$ cat config.mk
export PLATFORM = sky130hd
export DESIGN_NAME = ppu_cpu_bridge_flat
export DESIGN_NICKNAME = d
export VERILOG_FILES = /design/src/rtl/ppu_cpu_bridge_if.sv /design/src/rtl/ppu_cpu_bridge.sv /design/src/flat_wrapper.sv
export SDC_FILE = /design/constraint.sdc
export NUM_CORES = 1
export LEC_CHECK = 0
export ABC_AREA = 1
export CORE_ASPECT_RATIO = 0.5
export CORE_MARGIN = 2
export CORE_UTILIZATION = 52
export DETAILED_ROUTE_END_ITERATION = 12
export GPL_TIMING_DRIVEN = 0
export PLACE_DENSITY = 0.93
export SETUP_SLACK_MARGIN = 0.1
export SYNTH_ARGS = -nofsm -noshare
export SYNTH_HDL_FRONTEND = slang
export SYNTH_SLANG_ARGS = --single-unit
$ cat constraint.sdc
create_clock -name CLK -period 3.5 [get_ports CLK]
set_input_delay 0.525 -clock CLK [delete_from_list [all_inputs] [get_ports CLK]]
set_output_delay 0.525 -clock CLK [all_outputs]
set_load 0.05 [all_outputs]
$ cat src/rtl/ppu_cpu_bridge_if.sv
// Host-side access bus of the PPU bridge: level request held until a one-cycle ack.
interface ppu_cpu_bridge_if;
  localparam int unsigned AddrW = 3;
  localparam int unsigned DataW = 8;

  logic             req;
  logic             we;
  logic [AddrW-1:0] addr;
  logic [DataW-1:0] wdata;
  logic             ack;
  logic [DataW-1:0] rdata;

  modport master (output req, we, addr, wdata, input ack, rdata);
  modport slave  (input req, we, addr, wdata, output ack, rdata);
endinterface

$ cat src/rtl/ppu_cpu_bridge.sv
// Host-to-PPU register bridge: sequences RS/RnW/D around an n_DBE strobe with
// programmable setup/enable/hold phases and synchronises the PPU interrupt.
// Optional OAM DMA engine compiled in with `define PPU_BRIDGE_OAMDMA_EN.
module ppu_cpu_bridge #(
  parameter int unsigned SETUP_CYC = 2,
  parameter int unsigned DBE_CYC   = 4,
  parameter int unsigned HOLD_CYC  = 1
) (
  input  logic                CLK,
  input  logic                RES,
  ppu_cpu_bridge_if.slave     host,
  output logic                RnW,
  output logic [2:0]          RS,
  output logic                n_DBE,
  output logic [7:0]          D_out,
  output logic                D_oe,
  input  logic [7:0]          D_in,
  input  logic                n_INT,
  output logic                irq,
  input  logic                dma_start,
  output logic                dma_rd,
  output logic [7:0]          dma_idx,
  input  logic                dma_valid,
  input  logic [7:0]          dma_data,
  output logic                dma_busy,
  output logic                dma_done
);

  localparam int unsigned CntW  = 4;
  localparam int unsigned AddrW = 3;
  localparam int unsigned DataW = 8;
  localparam int unsigned IdxW  = 8;

`ifdef PPU_BRIDGE_OAMDMA_EN
  localparam logic DmaEn = 1'b1;
`else
  localparam logic DmaEn = 1'b0;
`endif

  localparam logic [CntW-1:0]  SetupLd = CntW'(SETUP_CYC - 1);
  localparam logic [CntW-1:0]  DbeLd   = CntW'(DBE_CYC - 1);
  localparam logic [CntW-1:0]  HoldLd  = CntW'(HOLD_CYC - 1);
  localparam logic [AddrW-1:0] OamReg  = AddrW'(4);

  localparam logic [2:0] IDLE     = 3'd0;
  localparam logic [2:0] SETUP    = 3'd1;
  localparam logic [2:0] ENABLE   = 3'd2;
  localparam logic [2:0] HOLD     = 3'd3;
  localparam logic [2:0] ACK      = 3'd4;
  localparam logic [2:0] DMA_RD   = 3'd5;
  localparam logic [2:0] DMA_WAIT = 3'd6;

  logic [2:0]       state_q, state_d;
  logic [CntW-1:0]  cnt_q, cnt_d;
  logic             we_q, we_d;
  logic [AddrW-1:0] addr_q, addr_d;
  logic [DataW-1:0] wdata_q, wdata_d;
  logic [DataW-1:0] rdcap_q, rdcap_d;
  logic [DataW-1:0] rdata_q, rdata_d;
  logic             busy_q, busy_d;
  logic [IdxW-1:0]  idx_q, idx_d;
  logic             done_q, done_d;

  logic             rnw_q, rnw_d;
  logic [AddrW-1:0] rs_q, rs_d;
  logic             n_dbe_q, n_dbe_d;
  logic [DataW-1:0] d_out_q, d_out_d;
  logic             d_oe_q, d_oe_d;
  logic             ack_q, ack_d;
  logic             dma_rd_q, dma_rd_d;
  logic             bus_act;

  logic             int_s1_q, irq_q;

  // Next-state, phase counter and registered-output decode
  always_comb begin
    state_d = state_q;
    cnt_d   = cnt_q;
    we_d    = we_q;
    addr_d  = addr_q;
    wdata_d = wdata_q;
    rdcap_d = rdcap_q;
    rdata_d = rdata_q;
    busy_d  = busy_q;
    idx_d   = idx_q;
    done_d  = 1'b0;

    case (state_q)
      IDLE: begin
        if (DmaEn && dma_start) begin
          busy_d  = 1'b1;
          idx_d   = '0;
          state_d = DMA_RD;
        end else if (host.req) begin
          we_d    = host.we;
          addr_d  = host.addr;
          wdata_d = host.wdata;
          cnt_d   = SetupLd;
          state_d = SETUP;
        end
      end
      DMA_RD: state_d = DMA_WAIT;
      DMA_WAIT: begin
        if (dma_valid) begin
          we_d    = 1'b1;
          addr_d  = OamReg;
          wdata_d = dma_data;
          cnt_d   = SetupLd;
          state_d = SETUP;
        end
      end
      SETUP: begin
        if (cnt_q == '0) begin
          cnt_d   = DbeLd;
          state_d = ENABLE;
        end else begin
          cnt_d = CntW'(cnt_q - CntW'(1));
        end
      end
      ENABLE: begin
        if (cnt_q == '0) begin
          if (!we_q) rdcap_d = D_in;
          cnt_d   = HoldLd;
          state_d = HOLD;
        end else begin
          cnt_d = CntW'(cnt_q - CntW'(1));
        end
      end
      HOLD: begin
        if (cnt_q != '0) begin
          cnt_d = CntW'(cnt_q - CntW'(1));
        end else if (busy_q) begin
          if (idx_q == '1) begin
            done_d  = 1'b1;
            busy_d  = 1'b0;
            idx_d   = '0;
            state_d = IDLE;
          end else begin
            idx_d   = IdxW'(idx_q + IdxW'(1));
            state_d = DMA_RD;
          end
        end else begin
          if (!we_q) rdata_d = rdcap_q;
          state_d = ACK;
        end
      end
      ACK:     state_d = IDLE;
      default: state_d = IDLE;
    endcase

    // Bus pins follow the state being entered so they are registered
    bus_act  = (state_d == SETUP) || (state_d == ENABLE) || (state_d == HOLD);
    rs_d     = bus_act ? addr_d : '0;
    rnw_d    = bus_act ? ~we_d : 1'b1;
    n_dbe_d  = (state_d != ENABLE);
    d_out_d  = bus_act ? wdata_d : '0;
    d_oe_d   = bus_act & we_d;
    ack_d    = (state_d == ACK);
    dma_rd_d = (state_d == DMA_RD);
  end

  // State, latched access fields and registered outputs
  always_ff @(posedge CLK) begin
    if (RES) begin
      state_q  <= IDLE;
      cnt_q    <= '0;
      we_q     <= 1'b0;
      addr_q   <= '0;
      wdata_q  <= '0;
      rdcap_q  <= '0;
      rdata_q  <= '0;
      busy_q   <= 1'b0;
      idx_q    <= '0;
      done_q   <= 1'b0;
      rnw_q    <= 1'b1;
      rs_q     <= '0;
      n_dbe_q  <= 1'b1;
      d_out_q  <= '0;
      d_oe_q   <= 1'b0;
      ack_q    <= 1'b0;
      dma_rd_q <= 1'b0;
    end else begin
      state_q  <= state_d;
      cnt_q    <= cnt_d;
      we_q     <= we_d;
      addr_q   <= addr_d;
      wdata_q  <= wdata_d;
      rdcap_q  <= rdcap_d;
      rdata_q  <= rdata_d;
      busy_q   <= busy_d;
      idx_q    <= idx_d;
      done_q   <= done_d;
      rnw_q    <= rnw_d;
      rs_q     <= rs_d;
      n_dbe_q  <= n_dbe_d;
      d_out_q  <= d_out_d;
      d_oe_q   <= d_oe_d;
      ack_q    <= ack_d;
      dma_rd_q <= dma_rd_d;
    end
  end

  // Two-flop synchroniser for the active-low PPU interrupt
  always_ff @(posedge CLK) begin
    if (RES) begin
      int_s1_q <= 1'b0;
      irq_q    <= 1'b0;
    end else begin
      int_s1_q <= ~n_INT;
      irq_q    <= int_s1_q;
    end
  end

  assign RnW        = rnw_q;
  assign RS         = rs_q;
  assign n_DBE      = n_dbe_q;
  assign D_out      = d_out_q;
  assign D_oe       = d_oe_q;
  assign host.ack   = ack_q;
  assign host.rdata = rdata_q;
  assign irq        = irq_q;
  assign dma_rd     = DmaEn & dma_rd_q;
  assign dma_idx    = DmaEn ? idx_q : '0;
  assign dma_busy   = DmaEn & busy_q;
  assign dma_done   = DmaEn & done_q;

endmodule
$ cat src/flat_wrapper.sv
// flat-port wrapper written by rule: the top's interface ports become plain ports
module ppu_cpu_bridge_flat 
#(
  parameter int unsigned SETUP_CYC = 2,
  parameter int unsigned DBE_CYC   = 4,
  parameter int unsigned HOLD_CYC  = 1
)
  (CLK, RES, RnW, RS, n_DBE, D_out, D_oe, D_in, n_INT, irq, dma_start, dma_rd, dma_idx, dma_valid, dma_data, dma_busy, dma_done, host_req, host_we, host_addr, host_wdata, host_ack, host_rdata);
  ppu_cpu_bridge_if host_i ();
  input  logic CLK;
  input  logic RES;
  output logic RnW;
  output logic [2:0] RS;
  output logic n_DBE;
  output logic [7:0] D_out;
  output logic D_oe;
  input  logic [7:0] D_in;
  input  logic n_INT;
  output logic irq;
  input  logic dma_start;
  output logic dma_rd;
  output logic [7:0] dma_idx;
  input  logic dma_valid;
  input  logic [7:0] dma_data;
  output logic dma_busy;
  output logic dma_done;
  input wire logic [$bits(host_i.req)-1:0] host_req;
  input wire logic [$bits(host_i.we)-1:0] host_we;
  input wire logic [$bits(host_i.addr)-1:0] host_addr;
  input wire logic [$bits(host_i.wdata)-1:0] host_wdata;
  output wire logic [$bits(host_i.ack)-1:0] host_ack;
  output wire logic [$bits(host_i.rdata)-1:0] host_rdata;
  assign host_i.req = host_req;
  assign host_i.we = host_we;
  assign host_i.addr = host_addr;
  assign host_i.wdata = host_wdata;
  assign host_ack = host_i.ack;
  assign host_rdata = host_i.rdata;
  ppu_cpu_bridge #(.SETUP_CYC(SETUP_CYC), .DBE_CYC(DBE_CYC), .HOLD_CYC(HOLD_CYC)) u_core (.CLK(CLK), .RES(RES), .host(host_i), .RnW(RnW), .RS(RS), .n_DBE(n_DBE), .D_out(D_out), .D_oe(D_oe), .D_in(D_in), .n_INT(n_INT), .irq(irq), .dma_start(dma_start), .dma_rd(dma_rd), .dma_idx(dma_idx), .dma_valid(dma_valid), .dma_data(dma_data), .dma_busy(dma_busy), .dma_done(dma_done));
endmodule
==> summary.md, run 1 <==
| Metric | Value |
|---|---|
| Status | `finished clean` |
| Hold Buf Count CTS | `0` |
| CTS tree | `built` |
| Vias per cell | `4.97` |
| Critical Path AT | `1.51 ns` |
| GPL Wtd Cong | `0.871` |
| Worst slew margin | `0.506` |
| Clock sink total | `61` |
| Cells after Synth | `375` |
| Final wirelength | `6.38 mm` |
| Tmin final | `2.04 ns` |
| Maximum vdd drop | `0.314 mV` |
| Final nets | `488` |
| Fraction of layout cells with a size suffix above 1 | `0.136` |
| Ports | `69` |
| Most common cell after layout, fill and taps aside | `nand2_1` |
| Max stage delay on crit path | `0.81 ns` |
| Yosys top cell by area | `dfxtp_1` |
| Sequential fraction of the synthesis area | `0.446` |
| Worst Path Max Fanout | `2` |
| Area grow syn2layout | `33.2%` |
| Critical Path Source Type | `register` |
| RSZ-0062 raised after global routing | `no` |
| Max Freq | `490 MHz` |
| Filler cell count | `359` |
| Netlist cell types | `28` |
| Routed vias | `2,618` |
| Maxcap violations | `0` |
| Root Buffer | `clkbuf_8` |
| Min-delay worst type | `reg -> reg` |
| Port bufs | `56` |
| Mean Syn Cell Area | `7.30 µm²` |
| Most frequent cells in the layout | `80 x nand2_1, 61 x dfxtp_1, 56 x clkdlybuf4s50_1` |
| Area contributors post-synth | `dfxtp_1 45%, nand2_1 11%, a21oi_1 7.1%` |
| Ant diodes | `0` |
| Die ar. | `5900 µm²` |
| Number of synthesized flops with an enable pin | `0` |
| Critical path class | `reg -> out` |
| Slowest CP cell | `clkdlybuf4s50_1` |
| Sum of buffers and inverters on the critical path | `1` |
| Final hold slack | `0.403 ns` |
| Die H | `55.3 µm` |
| Iteration count of the initial detailed-routing pass | `5` |
| PwrDens | `704 nW/µm²` |
| Clock skew | `0.00790 ns` |
| Most used DFF post-synth | `dfxtp_1` |
| H-tree levels | `3` |
| GR Overflow Total | `0` |
| Multi-input logic area | `1260 µm²` |
| Final hold vios | `0` |
| Pin count of the biggest net entering global routing | `12` |
| Final max-slew violation count | `0` |
| Setup violators final | `0` |
| Routed WL per cell | `12.1 µm` |
| Total CTS buffers | `9` |
| Initial core utilization | `0.548` |
| #FFs+latches synth | `61` |
| Register area | `1220 µm²` |
| Longest Clk Path Bufs | `2` |
| Crit-path cells | `clkdlybuf4s50_1` |
| Vias in the first global route | `2,385` |
| Initial drt markers | `140` |
| Worst-Margin Slew | `0.738 ns` |
| Async set-reset flop share out of synthesis | `0` |
| Top Family by Delay on Critical Path | `buffers and inverters` |
| Postcts setup bufs | `0` |
| First-pass GRT wire length | `10.3 mm` |
| Overall Power | `0.00257 W` |
| Synth top area share | `0.446` |
| Final ANT Viol Nets | `0` |
| Core Area | `5000 µm²` |
| Die Width | `107 µm` |
| TNS Setup | `0 ns` |
| Yosys Warn Count | `0` |
| Site row count | `18` |
| # DRC | `0` |
| Period utilization | `0.583` |
| HPWL Detailed | `4.37 mm` |
| Worst R2R Setup Slack | `1.64 ns` |
| Clock Pin Slew Worst Setup and Hold Paths | `0.07 ns` |
| Skew-Pair Late Insertion Delay | `0.35 ns` |
| Netlist Area Pre-Place | `2740 µm²` |
| Initial antenna violation count | `0` |
| Resize count post-CTS | `0` |
| Tot GR Track Use | `0.223` |
| Req. time, crit path | `2.97 ns` |
| CP Capture Type | `primary output` |
| Leakage power | `1.54 nW` |
## worst register-to-register path: stages (launching register included)
cell     delay, ns
dfxtp_1       0.33
inv_1         0.09
ha_1          0.22
nand2_1       0.10
nor2_2        0.24
nand2_4       0.16
inv_2         0.19
nand2_2       0.16
nand2_1       0.14
a21oi_1       0.08
## layer usage
layer  global-route usage  vias to the layer above  wire, µm
met3               0.0862                       23       549
met1                0.251                     1163      2720
li1                     -                     1328         -
met5                    0                        -         0
met2                0.389                      104      2970
met4               0.0779                        0       138
## kinds of logic (layout without fill, tap and decap cells)
family | Yosys count | after routing | synth area share
DFF | 61 | 61 | 0.446
buffers and inverters | 63 | 135 | 0.108
and+or+nand+nor | 181 | 181 | 0.295
adders and majority gates | 2 | 2 | 0.00914
AOI/OAI and AO/OA | 67 | 67 | 0.140
other | 1 | 11 | 0.00137
## flip-flops by register name, summed over array words and instances, names as in the netlist, 3 cells and up
signal             flops
u_core.addr_q          3
u_core.idx_q           8
u_core.RS              3
u_core.rdcap_q         8
u_core.wdata_q         8
u_core.state_q         3
u_core.cnt_q           4
u_core.D_out           8
u_core.host.rdata      8
## final cells by class
| class | count | share of cell area |
|---|---|---|
| sequential | 61 | 0.335 |
| tap | 70 | 0.0240 |
| clock buffer | 10 | 0.0377 |
| clock inverter | 6 | 0.0237 |
| timing repair buffer | 56 | 0.154 |
| multi-input combinational | 261 | 0.345 |
| inverter | 45 | 0.0470 |
| buffer | 18 | 0.0343 |
## metrics by stage
stage	utilization	worst slack, ns	instance area, µm²	cells
final	0.729	1.46	3650	527
after global placement	0.685	1.48	3420	511
after global routing	0.729	1.40	3650	527
after floorplan	-	1.99	2780	385
after CTS	0.729	1.45	3650	527
after detailed placement	0.685	1.48	3420	511
## cells in the mapped netlist, types with 2 or more instances
cell type and instances:
a21oi_1 39, a21oi_2 9, buf_4 11, buf_6 2
clkbuf_1 4, dfxtp_1 61, ha_1 2, inv_1 38
inv_2 5, nand2_1 80, nand2_2 5, nand2_4 2
nand3_1 31, nand4_1 2, nor2_1 51, nor2_2 3
nor2_4 3, o21ai_0 17
## where the power goes
part | total, W | leakage [nW] | internal (W) | switching [W]
Combinational | 0.000996 | 0.931 | 0.000322 | 0.000674
Clock | 0.000696 | 0.112 | 0.000418 | 0.000277
Sequential | 0.000875 | 0.496 | 0.000815 | 0.0000597
## worst paths after layout
kind,from,end,depth (start not counted)
setup / recovery,u_core.host.rdata[5]$_SDFFE_PP0P_,host_rdata[5],1
hold / removal,u_core.int_s1_q$_SDFF_PP0_,u_core.irq$_SDFF_PP0_,2
setup reg to reg,u_core.cnt_q[0]$_SDFFE_PP0P_,u_core.host.rdata[6]$_SDFFE_PP0P_,9
hold reg to reg,u_core.int_s1_q$_SDFF_PP0_,u_core.irq$_SDFF_PP0_,2
Note: power is estimated with default switching activity, not from simulation.
==> run 2, diff against run 1 <==
Settings changed: CORE_UTILIZATION 52 to 49, PLACE_DENSITY 0.93 to 0.89.
Clock period 3.5 ns to 1.9 ns, I/O delays scaled along.
==> summary.md, run 2 (synthesis gave the netlist of run 1 again) <==
| Metric | Value |
|---|---|
| Status | `finished clean (unchanged)` |
| Final max-slew violation count | `0 (unchanged)` |
| Tmin final | `1.78 ns` |
| Worst Path Max Fanout | `2 (unchanged)` |
| Initial antenna violation count | `0 (unchanged)` |
| Clock skew | `0.00533 ns (was 0.00790 ns)` |
| Multi-input logic area | `1260 µm² (about the same)` |
| Period utilization | `0.937` |
| GR Overflow Total | `0 (unchanged)` |
| Max stage delay on crit path | `0.81 ns (about the same)` |
| Fraction of layout cells with a size suffix above 1 | `0.142 (was 0.136)` |
| Root Buffer | `clkbuf_8 (unchanged)` |
| Register area | `1220 µm² (unchanged)` |
| PwrDens | `1270 nW/µm² (was 704 nW/µm²)` |
| Routed vias | `2,604 (was 2,618)` |
| Final Core Density | `0.673 (was 0.729)` |
| Iteration count of the initial detailed-routing pass | `5 (unchanged)` |
| # DRC | `0 (unchanged)` |
| Die Width | `110 µm (was 107 µm)` |
| First-pass GRT wire length | `10.1 mm (was 10.3 mm)` |
| Tot GR Track Use | `0.212 (was 0.223)` |
| Longest Clk Path Bufs | `2 (unchanged)` |
| Min-delay worst type | `reg -> reg (unchanged)` |
| Req. time, crit path | `1.62 ns (was 2.97 ns)` |
| Critical Path Source Type | `register (unchanged)` |
| H-tree levels | `3 (unchanged)` |
| Vias in the first global route | `2,422 (was 2,385)` |
| Die ar. | `6240 µm² (was 5900 µm²)` |
| Worst-Margin Slew | `0.648 ns (was 0.738 ns)` |
| Setup violators final | `0 (unchanged)` |
| Worst reg2reg path depth | `10 (was 9)` |
| Pin count of the biggest net entering global routing | `11 (was 12)` |
| Slowest CP cell | `clkdlybuf4s50_1 (unchanged)` |
| Worst slew margin | `0.567 (was 0.506)` |
| Final wirelength | `6.40 mm (was 6.38 mm)` |
| Filler cell count | `424 (was 359)` |
| GPL Wtd Cong | `0.889 (was 0.871)` |
| TNS Setup | `0 ns (unchanged)` |
| Clock sink total | `61 (unchanged)` |
| Ports | `69 (unchanged)` |
| Final ANT Viol Nets | `0 (unchanged)` |
| Maxcap violations | `0 (unchanged)` |
| Vias per cell | `4.90 (was 4.97)` |
| Total CTS buffers | `9 (unchanged)` |
| Final nets | `490 (was 488)` |
| Hold Crit Depth | `2 (unchanged)` |
| Ant diodes | `0 (unchanged)` |
| Most common cell after layout, fill and taps aside | `nand2_1 (unchanged)` |
| Hold Buf Count CTS | `0 (unchanged)` |
| CP Capture Type | `primary output (unchanged)` |
| Skew-Pair Late Insertion Delay | `0.34 ns (was 0.35 ns)` |
| Clock Pin Slew Worst Setup and Hold Paths | `0.07 ns (about the same)` |
| WP depth | `1 (unchanged)` |
| CTS tree | `built (unchanged)` |
| Top Family by Delay on Critical Path | `buffers and inverters (unchanged)` |
| Initial core utilization | `0.503 (was 0.548)` |
| Max Freq | `562 MHz` |
| Critical path class | `reg -> out (unchanged)` |
| Crit-path cells | `clkdlybuf4s50_1 (unchanged)` |
| Initial drt markers | `113 (was 140)` |
| Most frequent cells in the layout | `80 x nand2_1, 61 x dfxtp_1, 52 x clkdlybuf4s50_1 (was 80 x nand2_1, 61 x dfxtp_1, 56 x clkdlybuf4s50_1)` |
| HPWL Detailed | `4.43 mm (was 4.37 mm)` |
| RSZ-0062 raised after global routing | `yes (was no)` |
| Area grow syn2layout | `33.9% (was 33.2%)` |
| Routed WL per cell | `12.1 µm (about the same)` |
| Maximum vdd drop | `0.694 mV (was 0.314 mV)` |
| Core Area | `5440 µm² (was 5000 µm²)` |
| Final hold vios | `0 (unchanged)` |
| Leakage power | `1.60 nW (was 1.54 nW)` |
| Sum of buffers and inverters on the critical path | `1 (unchanged)` |
| Critical Path AT | `1.49 ns (was 1.51 ns)` |
| Die H | `56.9 µm (was 55.3 µm)` |
| Site row count | `19 (was 18)` |
| Port bufs | `56 (unchanged)` |
[run 2: power breakdown]
| group | total (W) | switching [W] | leakage, nW | internal [W] |
|---|---|---|---|---|
| Sequential | 0.00162 | 0.000117 | 0.496 | 0.00150 |
| Clock | 0.00116 | 0.000492 | 0.101 | 0.000664 |
| Combinational | 0.00189 | 0.00127 | 1.01 | 0.000620 |
[run 2: cell type report]
| class | count | share of cell area |
|---|---|---|
| tap | 73 | 0.0249 |
| clock buffer | 11 | 0.0413 |
| clock inverter | 4 | 0.0130 |
| sequential | 61 | 0.333 |
| buffer | 18 | 0.0365 |
| timing repair buffer | 58 | 0.159 |
| inverter | 45 | 0.0474 |
| multi-input combinational | 261 | 0.345 |
[run 2: routing by layer]
layer | part of all wire | GRT usage | up-vias
li1 | - | - | 1333
met1 | 0.42 | 0.242 | 1154
met2 | 0.47 | 0.361 | 103
met3 | 0.089 | 0.0836 | 14
met4 | 0.020 | 0.0778 | 0
met5 | 0 | 0 | -
[run 2: worst paths after layout]
check	startpoint	endpoint	slack (ns)
max	u_core.host.rdata[5]$_SDFFE_PP0P_	host_rdata[5]	0.12
min	u_core.int_s1_q$_SDFF_PP0_	u_core.irq$_SDFF_PP0_	0.41
max reg2reg	u_core.cnt_q[0]$_SDFFE_PP0P_	u_core.D_out[3]$_SDFF_PP0_	0.19
min reg2reg	u_core.int_s1_q$_SDFF_PP0_	u_core.irq$_SDFF_PP0_	0.41
[run 2: per-stage QoR]
stage | setup slack [ns] | area (µm²) | std cells | total power, W | hold slack (ns)
2_1_floorplan | 0.386 | 2780 | 385 | 0.00300 | 0.352
3_3_place_gp | 0.117 | 3430 | 514 | 0.00340 | 0.394
3_5_place_dp | 0.121 | 3430 | 514 | 0.00345 | 0.399
4_1_cts | 0.106 | 3620 | 529 | 0.00462 | 0.410
5_1_grt | 0.0941 | 3670 | 531 | 0.00496 | 0.450
6_report | 0.121 | 3670 | 531 | 0.00467 | 0.412
[run 2: what timing repair did]
action,4_1_cts,5_1_grt
gates resized for setup,1,9
pin swaps,0,3
endpoints found under the setup margin,1,28
setup buffers,0,2
==> run 3, diff against run 2 <==
Settings changed: SLEW_MARGIN set to 25.
==> results of run 3 <==
Same layout as run 2: the final DEF is identical, and so are final timing and power.
